$ cat src/rtl/axi_lite_regbank_pkg.sv
// ---------------------------------------------------------------------------
// axi_lite_pkg
// Shared definitions for the AXI-Lite register bank: response codes, the
// write-join and read FSM state enums, and a helper that sizes the register
// index field.
// ---------------------------------------------------------------------------
package axi_lite_pkg;

    localparam logic [1:0] AXI_OKAY   = 2'b00;
    localparam logic [1:0] AXI_SLVERR = 2'b10;
    localparam logic [1:0] AXI_DECERR = 2'b11;

    typedef enum logic [1:0] {
        W_IDLE,
        W_HAVE_AW,
        W_HAVE_W,
        W_RESP
    } wr_state_t;

    typedef enum logic {
        R_IDLE,
        R_DATA
    } rd_state_t;

    // Index field width; never narrower than one bit so a single-register
    // bank still has a well-formed decode.
    function automatic int idx_width(input int n_regs);
        return (n_regs > 1) ? $clog2(n_regs) : 1;
    endfunction

endpackage

$ cat src/rtl/axi_lite_regbank_if.sv
// ---------------------------------------------------------------------------
// axi_lite_if
// AXI-Lite channel bundle (AW, W, B, AR, R) without clock or reset.
//   master modport: drives addresses, write data, valids and B/R readies.
//   slave  modport: drives AW/W/AR readies, B/R valids, responses, read data.
// ---------------------------------------------------------------------------
interface axi_lite_if #(
    parameter int ADDR_WIDTH = 32,
    parameter int DATA_WIDTH = 32
);
    logic [ADDR_WIDTH-1:0]   aw_addr;
    logic                    aw_valid;
    logic                    aw_ready;
    logic [DATA_WIDTH-1:0]   w_data;
    logic [DATA_WIDTH/8-1:0] w_strb;
    logic                    w_valid;
    logic                    w_ready;
    logic [1:0]              b_resp;
    logic                    b_valid;
    logic                    b_ready;
    logic [ADDR_WIDTH-1:0]   ar_addr;
    logic                    ar_valid;
    logic                    ar_ready;
    logic [DATA_WIDTH-1:0]   r_data;
    logic [1:0]              r_resp;
    logic                    r_valid;
    logic                    r_ready;

    modport master (
        output aw_addr, aw_valid, w_data, w_strb, w_valid, b_ready,
               ar_addr, ar_valid, r_ready,
        input  aw_ready, w_ready, b_resp, b_valid, ar_ready, r_data,
               r_resp, r_valid
    );

    modport slave (
        input  aw_addr, aw_valid, w_data, w_strb, w_valid, b_ready,
               ar_addr, ar_valid, r_ready,
        output aw_ready, w_ready, b_resp, b_valid, ar_ready, r_data,
               r_resp, r_valid
    );

endinterface

$ cat src/rtl/axi_lite_regbank_wjoin.sv
// ---------------------------------------------------------------------------
// axi_lite_wjoin
// Joins the AW and W channels, which may arrive in either order, into a single
// commit strobe for the register array, then holds B valid until accepted.
// Ports:
//   clk, rst                         clock, async active-high reset
//   aw_addr_i/aw_valid_i/aw_ready_o  AW channel
//   w_data_i/w_strb_i/w_valid_i/w_ready_o  W channel
//   b_valid_o/b_ready_i              B handshake (response code lives in top)
//   commit_o                         high in the cycle whose edge commits
//   commit_idx_o/data_o/strb_o       register index, data and strobe to commit
// ---------------------------------------------------------------------------
module axi_lite_wjoin
    import axi_lite_pkg::*;
#(
    parameter int ADDR_WIDTH = 32,
    parameter int DATA_WIDTH = 32,
    parameter int IDX_W      = 3
) (
    input  logic                    clk,
    input  logic                    rst,
    input  logic [ADDR_WIDTH-1:0]   aw_addr_i,
    input  logic                    aw_valid_i,
    output logic                    aw_ready_o,
    input  logic [DATA_WIDTH-1:0]   w_data_i,
    input  logic [DATA_WIDTH/8-1:0] w_strb_i,
    input  logic                    w_valid_i,
    output logic                    w_ready_o,
    output logic                    b_valid_o,
    input  logic                    b_ready_i,
    output logic                    commit_o,
    output logic [IDX_W-1:0]        commit_idx_o,
    output logic [DATA_WIDTH-1:0]   commit_data_o,
    output logic [DATA_WIDTH/8-1:0] commit_strb_o
);

    wr_state_t               state_q;
    logic                    aw_ready_q;
    logic                    w_ready_q;
    logic                    b_valid_q;
    logic [IDX_W-1:0]        idx_q;
    logic [DATA_WIDTH-1:0]   data_q;
    logic [DATA_WIDTH/8-1:0] strb_q;
    logic                    aw_hs;
    logic                    w_hs;
    logic                    unused_addr_bits;

    assign aw_hs = aw_valid_i && aw_ready_q;
    assign w_hs  = w_valid_i && w_ready_q;

    // A half already held counts as "present": commit once both halves are in.
    assign commit_o = (aw_hs || (state_q == W_HAVE_AW)) &&
                      (w_hs  || (state_q == W_HAVE_W));

    assign commit_idx_o  = (state_q == W_HAVE_AW) ? idx_q  : aw_addr_i[IDX_W+1:2];
    assign commit_data_o = (state_q == W_HAVE_W)  ? data_q : w_data_i;
    assign commit_strb_o = (state_q == W_HAVE_W)  ? strb_q : w_strb_i;

    assign aw_ready_o = aw_ready_q;
    assign w_ready_o  = w_ready_q;
    assign b_valid_o  = b_valid_q;

    // Window decode is done upstream; only the index field matters here.
    assign unused_addr_bits = ^{aw_addr_i[ADDR_WIDTH-1:IDX_W+2], aw_addr_i[1:0]};

    always_ff @(posedge clk or posedge rst) begin
        if (rst) begin
            state_q    <= W_IDLE;
            aw_ready_q <= 1'b1;
            w_ready_q  <= 1'b1;
            b_valid_q  <= 1'b0;
            idx_q      <= '0;
            data_q     <= '0;
            strb_q     <= '0;
        end else begin
            case (state_q)
                W_IDLE: begin
                    if (commit_o) begin
                        state_q    <= W_RESP;
                        aw_ready_q <= 1'b0;
                        w_ready_q  <= 1'b0;
                        b_valid_q  <= 1'b1;
                    end else if (aw_hs) begin
                        state_q    <= W_HAVE_AW;
                        idx_q      <= aw_addr_i[IDX_W+1:2];
                        aw_ready_q <= 1'b0;
                    end else if (w_hs) begin
                        state_q    <= W_HAVE_W;
                        data_q     <= w_data_i;
                        strb_q     <= w_strb_i;
                        w_ready_q  <= 1'b0;
                    end
                end
                W_HAVE_AW: begin
                    if (w_hs) begin
                        state_q   <= W_RESP;
                        w_ready_q <= 1'b0;
                        b_valid_q <= 1'b1;
                    end
                end
                W_HAVE_W: begin
                    if (aw_hs) begin
                        state_q    <= W_RESP;
                        aw_ready_q <= 1'b0;
                        b_valid_q  <= 1'b1;
                    end
                end
                W_RESP: begin
                    if (b_ready_i) begin
                        state_q    <= W_IDLE;
                        aw_ready_q <= 1'b1;
                        w_ready_q  <= 1'b1;
                        b_valid_q  <= 1'b0;
                    end
                end
                default: begin
                    state_q    <= W_IDLE;
                    aw_ready_q <= 1'b1;
                    w_ready_q  <= 1'b1;
                    b_valid_q  <= 1'b0;
                end
            endcase
        end
    end

endmodule

$ cat src/rtl/axi_lite_regbank.sv
// ---------------------------------------------------------------------------
// axi_lite_regbank
// AXI-Lite slave terminating a bridge port with N_REGS 32-bit registers.
// Writes apply byte strobes and raise a one-cycle wr_pulse_o for the register
// touched; out-of-range accesses get SLVERR and leave the bank untouched.
// Ports:
//   clk, rst     clock, async active-high reset
//   s_axil       AXI-Lite slave channel bundle
//   regs_o       register contents, register i at [i*32 +: 32]
//   wr_pulse_o   one-cycle pulse per register, the cycle after its commit
// Build option:
//   AXIL_REGBANK_RO_ID_EN  register 0 becomes a read-only ID_VALUE; writes to
//                          it return SLVERR and raise no pulse.
// ---------------------------------------------------------------------------
module axi_lite_regbank
    import axi_lite_pkg::*;
#(
    parameter int                    ADDR_WIDTH = 32,
    parameter int                    DATA_WIDTH = 32,
    parameter int                    N_REGS     = 8,
    parameter logic [DATA_WIDTH-1:0] RESET_VAL  = '0,
    parameter logic [DATA_WIDTH-1:0] ID_VALUE   = 32'hA11E_0001
) (
    input  logic                         clk,
    input  logic                         rst,
    axi_lite_if.slave                    s_axil,
    output logic [N_REGS*DATA_WIDTH-1:0] regs_o,
    output logic [N_REGS-1:0]            wr_pulse_o
);

    localparam int IDX_W = idx_width(N_REGS);
    localparam int NB    = DATA_WIDTH / 8;
    localparam logic [IDX_W:0] N_REGS_W = (IDX_W + 1)'(N_REGS);

    logic [DATA_WIDTH-1:0] regs_q [N_REGS];
    logic [N_REGS-1:0]     pulse_q;
    logic [1:0]            b_resp_q;

    logic                  commit;
    logic [IDX_W-1:0]      c_idx;
    logic [DATA_WIDTH-1:0] c_data;
    logic [NB-1:0]         c_strb;
    logic                  wr_ok;

    rd_state_t             rd_state_q;
    logic                  ar_ready_q;
    logic                  r_valid_q;
    logic [DATA_WIDTH-1:0] r_data_q;
    logic [1:0]            r_resp_q;
    logic [IDX_W-1:0]      ar_idx;
    logic                  rd_ok;
    logic [DATA_WIDTH-1:0] rd_val;
    logic                  unused_cfg;

    axi_lite_wjoin #(
        .ADDR_WIDTH (ADDR_WIDTH),
        .DATA_WIDTH (DATA_WIDTH),
        .IDX_W      (IDX_W)
    ) u_wjoin (
        .clk           (clk),
        .rst           (rst),
        .aw_addr_i     (s_axil.aw_addr),
        .aw_valid_i    (s_axil.aw_valid),
        .aw_ready_o    (s_axil.aw_ready),
        .w_data_i      (s_axil.w_data),
        .w_strb_i      (s_axil.w_strb),
        .w_valid_i     (s_axil.w_valid),
        .w_ready_o     (s_axil.w_ready),
        .b_valid_o     (s_axil.b_valid),
        .b_ready_i     (s_axil.b_ready),
        .commit_o      (commit),
        .commit_idx_o  (c_idx),
        .commit_data_o (c_data),
        .commit_strb_o (c_strb)
    );

`ifdef AXIL_REGBANK_RO_ID_EN
    assign wr_ok = commit && ({1'b0, c_idx} < N_REGS_W) && (c_idx != '0);
`else
    assign wr_ok = commit && ({1'b0, c_idx} < N_REGS_W);
`endif

    always_ff @(posedge clk or posedge rst) begin
        if (rst) begin
            for (int i = 0; i < N_REGS; i++) begin
                regs_q[i] <= RESET_VAL;
            end
`ifdef AXIL_REGBANK_RO_ID_EN
            regs_q[0] <= ID_VALUE;
`endif
        end else begin
            for (int i = 0; i < N_REGS; i++) begin
                for (int k = 0; k < NB; k++) begin
                    if (wr_ok && (c_idx == IDX_W'(i)) && c_strb[k]) begin
                        regs_q[i][8*k +: 8] <= c_data[8*k +: 8];
                    end
                end
            end
        end
    end

    // Pulse fires on any in-range commit, including an all-zero strobe.
    always_ff @(posedge clk or posedge rst) begin
        if (rst) begin
            pulse_q  <= '0;
            b_resp_q <= AXI_OKAY;
        end else begin
            for (int i = 0; i < N_REGS; i++) begin
                pulse_q[i] <= wr_ok && (c_idx == IDX_W'(i));
            end
            if (commit) begin
                b_resp_q <= wr_ok ? AXI_OKAY : AXI_SLVERR;
            end
        end
    end

    assign s_axil.b_resp = b_resp_q;
    assign wr_pulse_o    = pulse_q;

    always_comb begin
        regs_o = '0;
        for (int i = 0; i < N_REGS; i++) begin
            regs_o[i*DATA_WIDTH +: DATA_WIDTH] = regs_q[i];
        end
    end

    assign ar_idx = s_axil.ar_addr[IDX_W+1:2];
    assign rd_ok  = ({1'b0, ar_idx} < N_REGS_W);

    always_comb begin
        rd_val = '0;
        for (int i = 0; i < N_REGS; i++) begin
            if (ar_idx == IDX_W'(i)) begin
                rd_val = regs_q[i];
            end
        end
    end

    // Read data is sampled at the AR edge, so a same-edge write commit is not
    // yet visible and the old value is returned.
    always_ff @(posedge clk or posedge rst) begin
        if (rst) begin
            rd_state_q <= R_IDLE;
            ar_ready_q <= 1'b1;
            r_valid_q  <= 1'b0;
            r_data_q   <= '0;
            r_resp_q   <= AXI_OKAY;
        end else if (rd_state_q == R_IDLE) begin
            if (s_axil.ar_valid && ar_ready_q) begin
                rd_state_q <= R_DATA;
                ar_ready_q <= 1'b0;
                r_valid_q  <= 1'b1;
                r_data_q   <= rd_ok ? rd_val : '0;
                r_resp_q   <= rd_ok ? AXI_OKAY : AXI_SLVERR;
            end
        end else begin
            if (s_axil.r_ready) begin
                rd_state_q <= R_IDLE;
                ar_ready_q <= 1'b1;
                r_valid_q  <= 1'b0;
            end
        end
    end

    assign s_axil.ar_ready = ar_ready_q;
    assign s_axil.r_valid  = r_valid_q;
    assign s_axil.r_data   = r_data_q;
    assign s_axil.r_resp   = r_resp_q;

    assign unused_cfg = ^{s_axil.ar_addr[ADDR_WIDTH-1:IDX_W+2], s_axil.ar_addr[1:0],
                          ID_VALUE, AXI_DECERR};

endmodule

$ cat src/flat_wrapper.sv
// flat-port wrapper written by rule: the top's interface ports become plain ports
module axi_lite_regbank_flat import axi_lite_pkg::*;
#(
    parameter int                    ADDR_WIDTH = 32,
    parameter int                    DATA_WIDTH = 32,
    parameter int                    N_REGS     = 8,
    parameter logic [DATA_WIDTH-1:0] RESET_VAL  = '0,
    parameter logic [DATA_WIDTH-1:0] ID_VALUE   = 32'hA11E_0001
)
  (clk, rst, regs_o, wr_pulse_o, s_axil_aw_addr, s_axil_aw_valid, s_axil_w_data, s_axil_w_strb, s_axil_w_valid, s_axil_b_ready, s_axil_ar_addr, s_axil_ar_valid, s_axil_r_ready, s_axil_aw_ready, s_axil_w_ready, s_axil_b_resp, s_axil_b_valid, s_axil_ar_ready, s_axil_r_data, s_axil_r_resp, s_axil_r_valid);
  axi_lite_if #(.ADDR_WIDTH(ADDR_WIDTH), .DATA_WIDTH(DATA_WIDTH)) s_axil_i ();
  input  logic clk;
  input  logic rst;
  output logic [N_REGS*DATA_WIDTH-1:0] regs_o;
  output logic [N_REGS-1:0] wr_pulse_o;
  input wire logic [$bits(s_axil_i.aw_addr)-1:0] s_axil_aw_addr;
  input wire logic [$bits(s_axil_i.aw_valid)-1:0] s_axil_aw_valid;
  input wire logic [$bits(s_axil_i.w_data)-1:0] s_axil_w_data;
  input wire logic [$bits(s_axil_i.w_strb)-1:0] s_axil_w_strb;
  input wire logic [$bits(s_axil_i.w_valid)-1:0] s_axil_w_valid;
  input wire logic [$bits(s_axil_i.b_ready)-1:0] s_axil_b_ready;
  input wire logic [$bits(s_axil_i.ar_addr)-1:0] s_axil_ar_addr;
  input wire logic [$bits(s_axil_i.ar_valid)-1:0] s_axil_ar_valid;
  input wire logic [$bits(s_axil_i.r_ready)-1:0] s_axil_r_ready;
  output wire logic [$bits(s_axil_i.aw_ready)-1:0] s_axil_aw_ready;
  output wire logic [$bits(s_axil_i.w_ready)-1:0] s_axil_w_ready;
  output wire logic [$bits(s_axil_i.b_resp)-1:0] s_axil_b_resp;
  output wire logic [$bits(s_axil_i.b_valid)-1:0] s_axil_b_valid;
  output wire logic [$bits(s_axil_i.ar_ready)-1:0] s_axil_ar_ready;
  output wire logic [$bits(s_axil_i.r_data)-1:0] s_axil_r_data;
  output wire logic [$bits(s_axil_i.r_resp)-1:0] s_axil_r_resp;
  output wire logic [$bits(s_axil_i.r_valid)-1:0] s_axil_r_valid;
  assign s_axil_i.aw_addr = s_axil_aw_addr;
  assign s_axil_i.aw_valid = s_axil_aw_valid;
  assign s_axil_i.w_data = s_axil_w_data;
  assign s_axil_i.w_strb = s_axil_w_strb;
  assign s_axil_i.w_valid = s_axil_w_valid;
  assign s_axil_i.b_ready = s_axil_b_ready;
  assign s_axil_i.ar_addr = s_axil_ar_addr;
  assign s_axil_i.ar_valid = s_axil_ar_valid;
  assign s_axil_i.r_ready = s_axil_r_ready;
  assign s_axil_aw_ready = s_axil_i.aw_ready;
  assign s_axil_w_ready = s_axil_i.w_ready;
  assign s_axil_b_resp = s_axil_i.b_resp;
  assign s_axil_b_valid = s_axil_i.b_valid;
  assign s_axil_ar_ready = s_axil_i.ar_ready;
  assign s_axil_r_data = s_axil_i.r_data;
  assign s_axil_r_resp = s_axil_i.r_resp;
  assign s_axil_r_valid = s_axil_i.r_valid;
  axi_lite_regbank #(.ADDR_WIDTH(ADDR_WIDTH), .DATA_WIDTH(DATA_WIDTH), .N_REGS(N_REGS), .RESET_VAL(RESET_VAL), .ID_VALUE(ID_VALUE)) u_core (.clk(clk), .rst(rst), .s_axil(s_axil_i), .regs_o(regs_o), .wr_pulse_o(wr_pulse_o));
endmodule
$ cat config.mk
export PLATFORM = sky130hd
export DESIGN_NAME = axi_lite_regbank_flat
export DESIGN_NICKNAME = d
export VERILOG_FILES = /design/src/rtl/axi_lite_regbank_pkg.sv /design/src/rtl/axi_lite_regbank_if.sv /design/src/rtl/axi_lite_regbank_wjoin.sv /design/src/rtl/axi_lite_regbank.sv /design/src/flat_wrapper.sv
export SDC_FILE = /design/constraint.sdc
export NUM_CORES = 1
export LEC_CHECK = 0
export ABC_AREA = 1
export ABC_CLOCK_PERIOD_IN_PS = 12200
export BUFFER_PORTS_ARGS = -buffer_cell sky130_fd_sc_hd__buf_2
export CORE_ASPECT_RATIO = 0.5
export CORE_MARGIN = 1.5
export CORE_UTILIZATION = 30
export CTS_CLUSTER_DIAMETER = 100
export DETAILED_ROUTE_END_ITERATION = 16
export GPL_TIMING_DRIVEN = 0
export SLEW_MARGIN = 10
export SYNTH_ARGS = -nofsm -noshare
export SYNTH_HDL_FRONTEND = slang
export SYNTH_SLANG_ARGS = --single-unit
$ cat constraint.sdc
create_clock -name clk -period 12.2 [get_ports clk]
set_clock_uncertainty 0.2 [all_clocks]
set_input_delay 1.83 -clock clk [delete_from_list [all_inputs] [get_ports clk]]
set_output_delay 1.83 -clock clk [all_outputs]
set_load 0.03 [all_outputs]
==> metrics.yaml <==
worstReg2RegStart: "u_core.u_wjoin.state_q[0]"
rsz0062_at_grt: "false"
cp_slowest_stage_delay_ns: 0.52
grt_max_degree: 114
tightest_slew_ns: 1.14
r2r-end: "u_core.regs_o[33]"
antenna_cells: 0
peakVddDrop_mv: 0.0625
place_hpwl_um: 50200
postCtsSetupBuffers: 0
grt_pass1_vias: 14800
hold_viol_final: 0
pre_cts_slack_ns: 8.00
holdBufCountCts: 0
ys_top_cells_by_count: "nand2_1 (729), dfrtp_1 (340), o21ai_0 (282)"
drive_gt1_frac: 0.193
r2r_setup_slack_ns: 9.03
path_cells: "buf_2 > nand2_1 > inv_1 > o21ai_2 > nor2_2 > nand2_1 > nor2_1 > buf_2 > nand2_1 > o21ai_0"
final_area_um2: 19800
wl_per_cell_um: 20.7
clk_latency_ns: 0.54
power_density_nw_per_um2: 140
reg2reg_depth: 10
die_h_um: 166
routabilityCongestion: 0.954
period_needed_ns: 3.74
timing.slew.headroom: 0.236
maxSlewViolCount: 0
yosys.cell_count.top_type: "nand2_1"
slowest_stage: "nor2_1"
dieArea_um2: 54400
hold_class: "register to register"
io_pins: 412
power_mw: 2.77
max_freq_ghz: 0.267
core_um2: 52100
drtPass1Iterations: 6
async_reset_ff_frac: 1.00
clock_path_buffers: 3
cp-end-kind: "register"
min_from: "u_core.s_axil.r_data[19]"
cpMostUsedCell: "nand2_1"
first_iter_violations: 1696
grtUsageTotal: 0.234
dp_cells: 3077
path_class: "input pin to register"
portBuffers: 349
die_x_um: 328
crit_fanout: 10
fin_cells: 3140
synth_top_area_share: 0.536
cts_resized: 0
outcome: "finished clean"
vias: 15900
hold_end: "u_core.s_axil.r_data[19]"
syn_area_per_cell_um2: 7.86
antenna_found_initial: 1
grt_pass1_wl_um: 96400
yosysTopAreaCell: "dfrtp_1"
hold_depth: 2
ys_seq_elements: 343
viasPerCell: 5.06
finalSetupViolCount: 0
clock_tree.root_cell: "clkbuf_16"
yosysWarnings: 0
fp-row-count: 59
worstPathRequired_ns: 12.45
synthCells: 2021
finalNetCount: 2527
cap_violations: 0
initial_core_util: 0.305
drc: 0
clkTransAtPathRegs_ns: 0.06
cts.sinks: 343
synth_edf_count: 0
grt_overflow: 0
cts_buffers: 36
ys.flop_type: "dfrtp_1"
h-tree-depth: 2
fin_ws_ns: 8.46
antenna_left: 0
ys_types: 27
finalCritPeriodShare: 0.307
tritoncts: "built"
routed_wl_um: 64900
total_leakage_power_nw: 11.0
dpl_cell_area_um2: 18600
synth_area_leaders: "dfrtp_1 (54%), nand2_1 (17%), o21ai_0 (8.9%)"
start_kind: "input pin"
syn_area_um2: 15900
syn2layout_area_growth_pct: 24.4
yosysSeqAreaShare: 0.541
arrival_ns: 3.99
## state kept, by name, summed over array words and instances, names as in the netlist, 2 cells and up
register                count
u_core.u_wjoin.state_q      2
u_core.u_wjoin.strb_q       4
u_core.u_wjoin.data_q      32
u_core.regs_o             256
u_core.u_wjoin.idx_q        3
u_core.s_axil.r_data       32
u_core.wr_pulse_o           8
## cell usage in the layout (no fill, tap or decap), drive strengths merged, types with 3 or more instances in the layout
cell type  Yosys  final
clkinv         1      6
clkbuf        93    149
dfrtp        340    340
nand4         74     74
buf           26    378
nor3           5      5
mux2           3      3
nor2         117    117
o21ai        338    338
dfstp          3      3
a21oi         74     74
inv          140    140
nand3         60     60
conb           1      4
ha             6      6
nand2        735    735
or2            3      3
## per-stage QoR
step | hold slack, ns | utilization | TNS, ns
floorplan | 0.253 | - | 0
global placement | 0.261 | 0.355 | -1272.96
detailed placement | 0.260 | 0.357 | 0
CTS | 0.277 | 0.379 | 0
global route | 0.313 | 0.379 | 0
finish | 0.277 | 0.379 | 0
## power by group
part           leakage (nW)  internal [mW]  switching, mW
sequential             4.40           1.20         0.0322
clock                 0.566          0.634          0.479
combinational          6.00         0.0987          0.327
total                  11.0           1.93          0.838
## worst max-delay path by stage
stage	from	end	slack (ns)	cells past startpoint
final	s_axil_aw_valid	u_core.regs_o[232]	8.46	10
after global routing	s_axil_aw_valid	u_core.regs_o[232]	8.34	10
after CTS	s_axil_aw_valid	u_core.regs_o[232]	8.57	10
after detailed placement	s_axil_aw_valid	u_core.regs_o[232]	8.00	10
after global placement	rst	u_core.u_wjoin.data_q[27]	-3.78	2
after floorplan	rst	u_core.rd_state_q	0.67	1
## critical path: cells and delay by family
kind | cells | cell delay, ns
AO/OA/AOI/OAI | 2 | 0.26
buffers and inverters | 3 | 0.56
AND/OR/NAND/NOR | 5 | 1.34
## per-layer routing
| metal | vias to the layer above | track usage | routed length [um] |
|---|---|---|---|
| li1 | 7311 | - | - |
| met1 | 7851 | 0.317 | 27400 |
| met2 | 613 | 0.381 | 30800 |
| met3 | 116 | 0.0337 | 4180 |
| met4 | 2 | 0.0821 | 2470 |
| met5 | - | 0 | 12 |
## cells by family (layout without fill, tap and decap cells)
logic type      after synthesis  in the layout  share of synthesized area
fa+ha+maj                     6              6                    0.00473
simple gates                995            995                      0.257
other cells                   1              4                   0.000236
compound gates              413            413                      0.131
mux                           3              3                    0.00213
buf+inv                     260            675                     0.0637
flops                       343            343                      0.541
## cell type report
cell class / instances / area [um2]
inverter: 141 / 537
buffer: 119 / 483
multi-input combinational: 1421 / 6290
timing repair buffer: 352 / 1830
fill: 5512 / 32400
sequential: 343 / 8590
clock buffer: 56 / 1090
tap: 701 / 877
clock inverter: 7 / 62.6
Note: power is estimated with default switching activity, not from simulation.
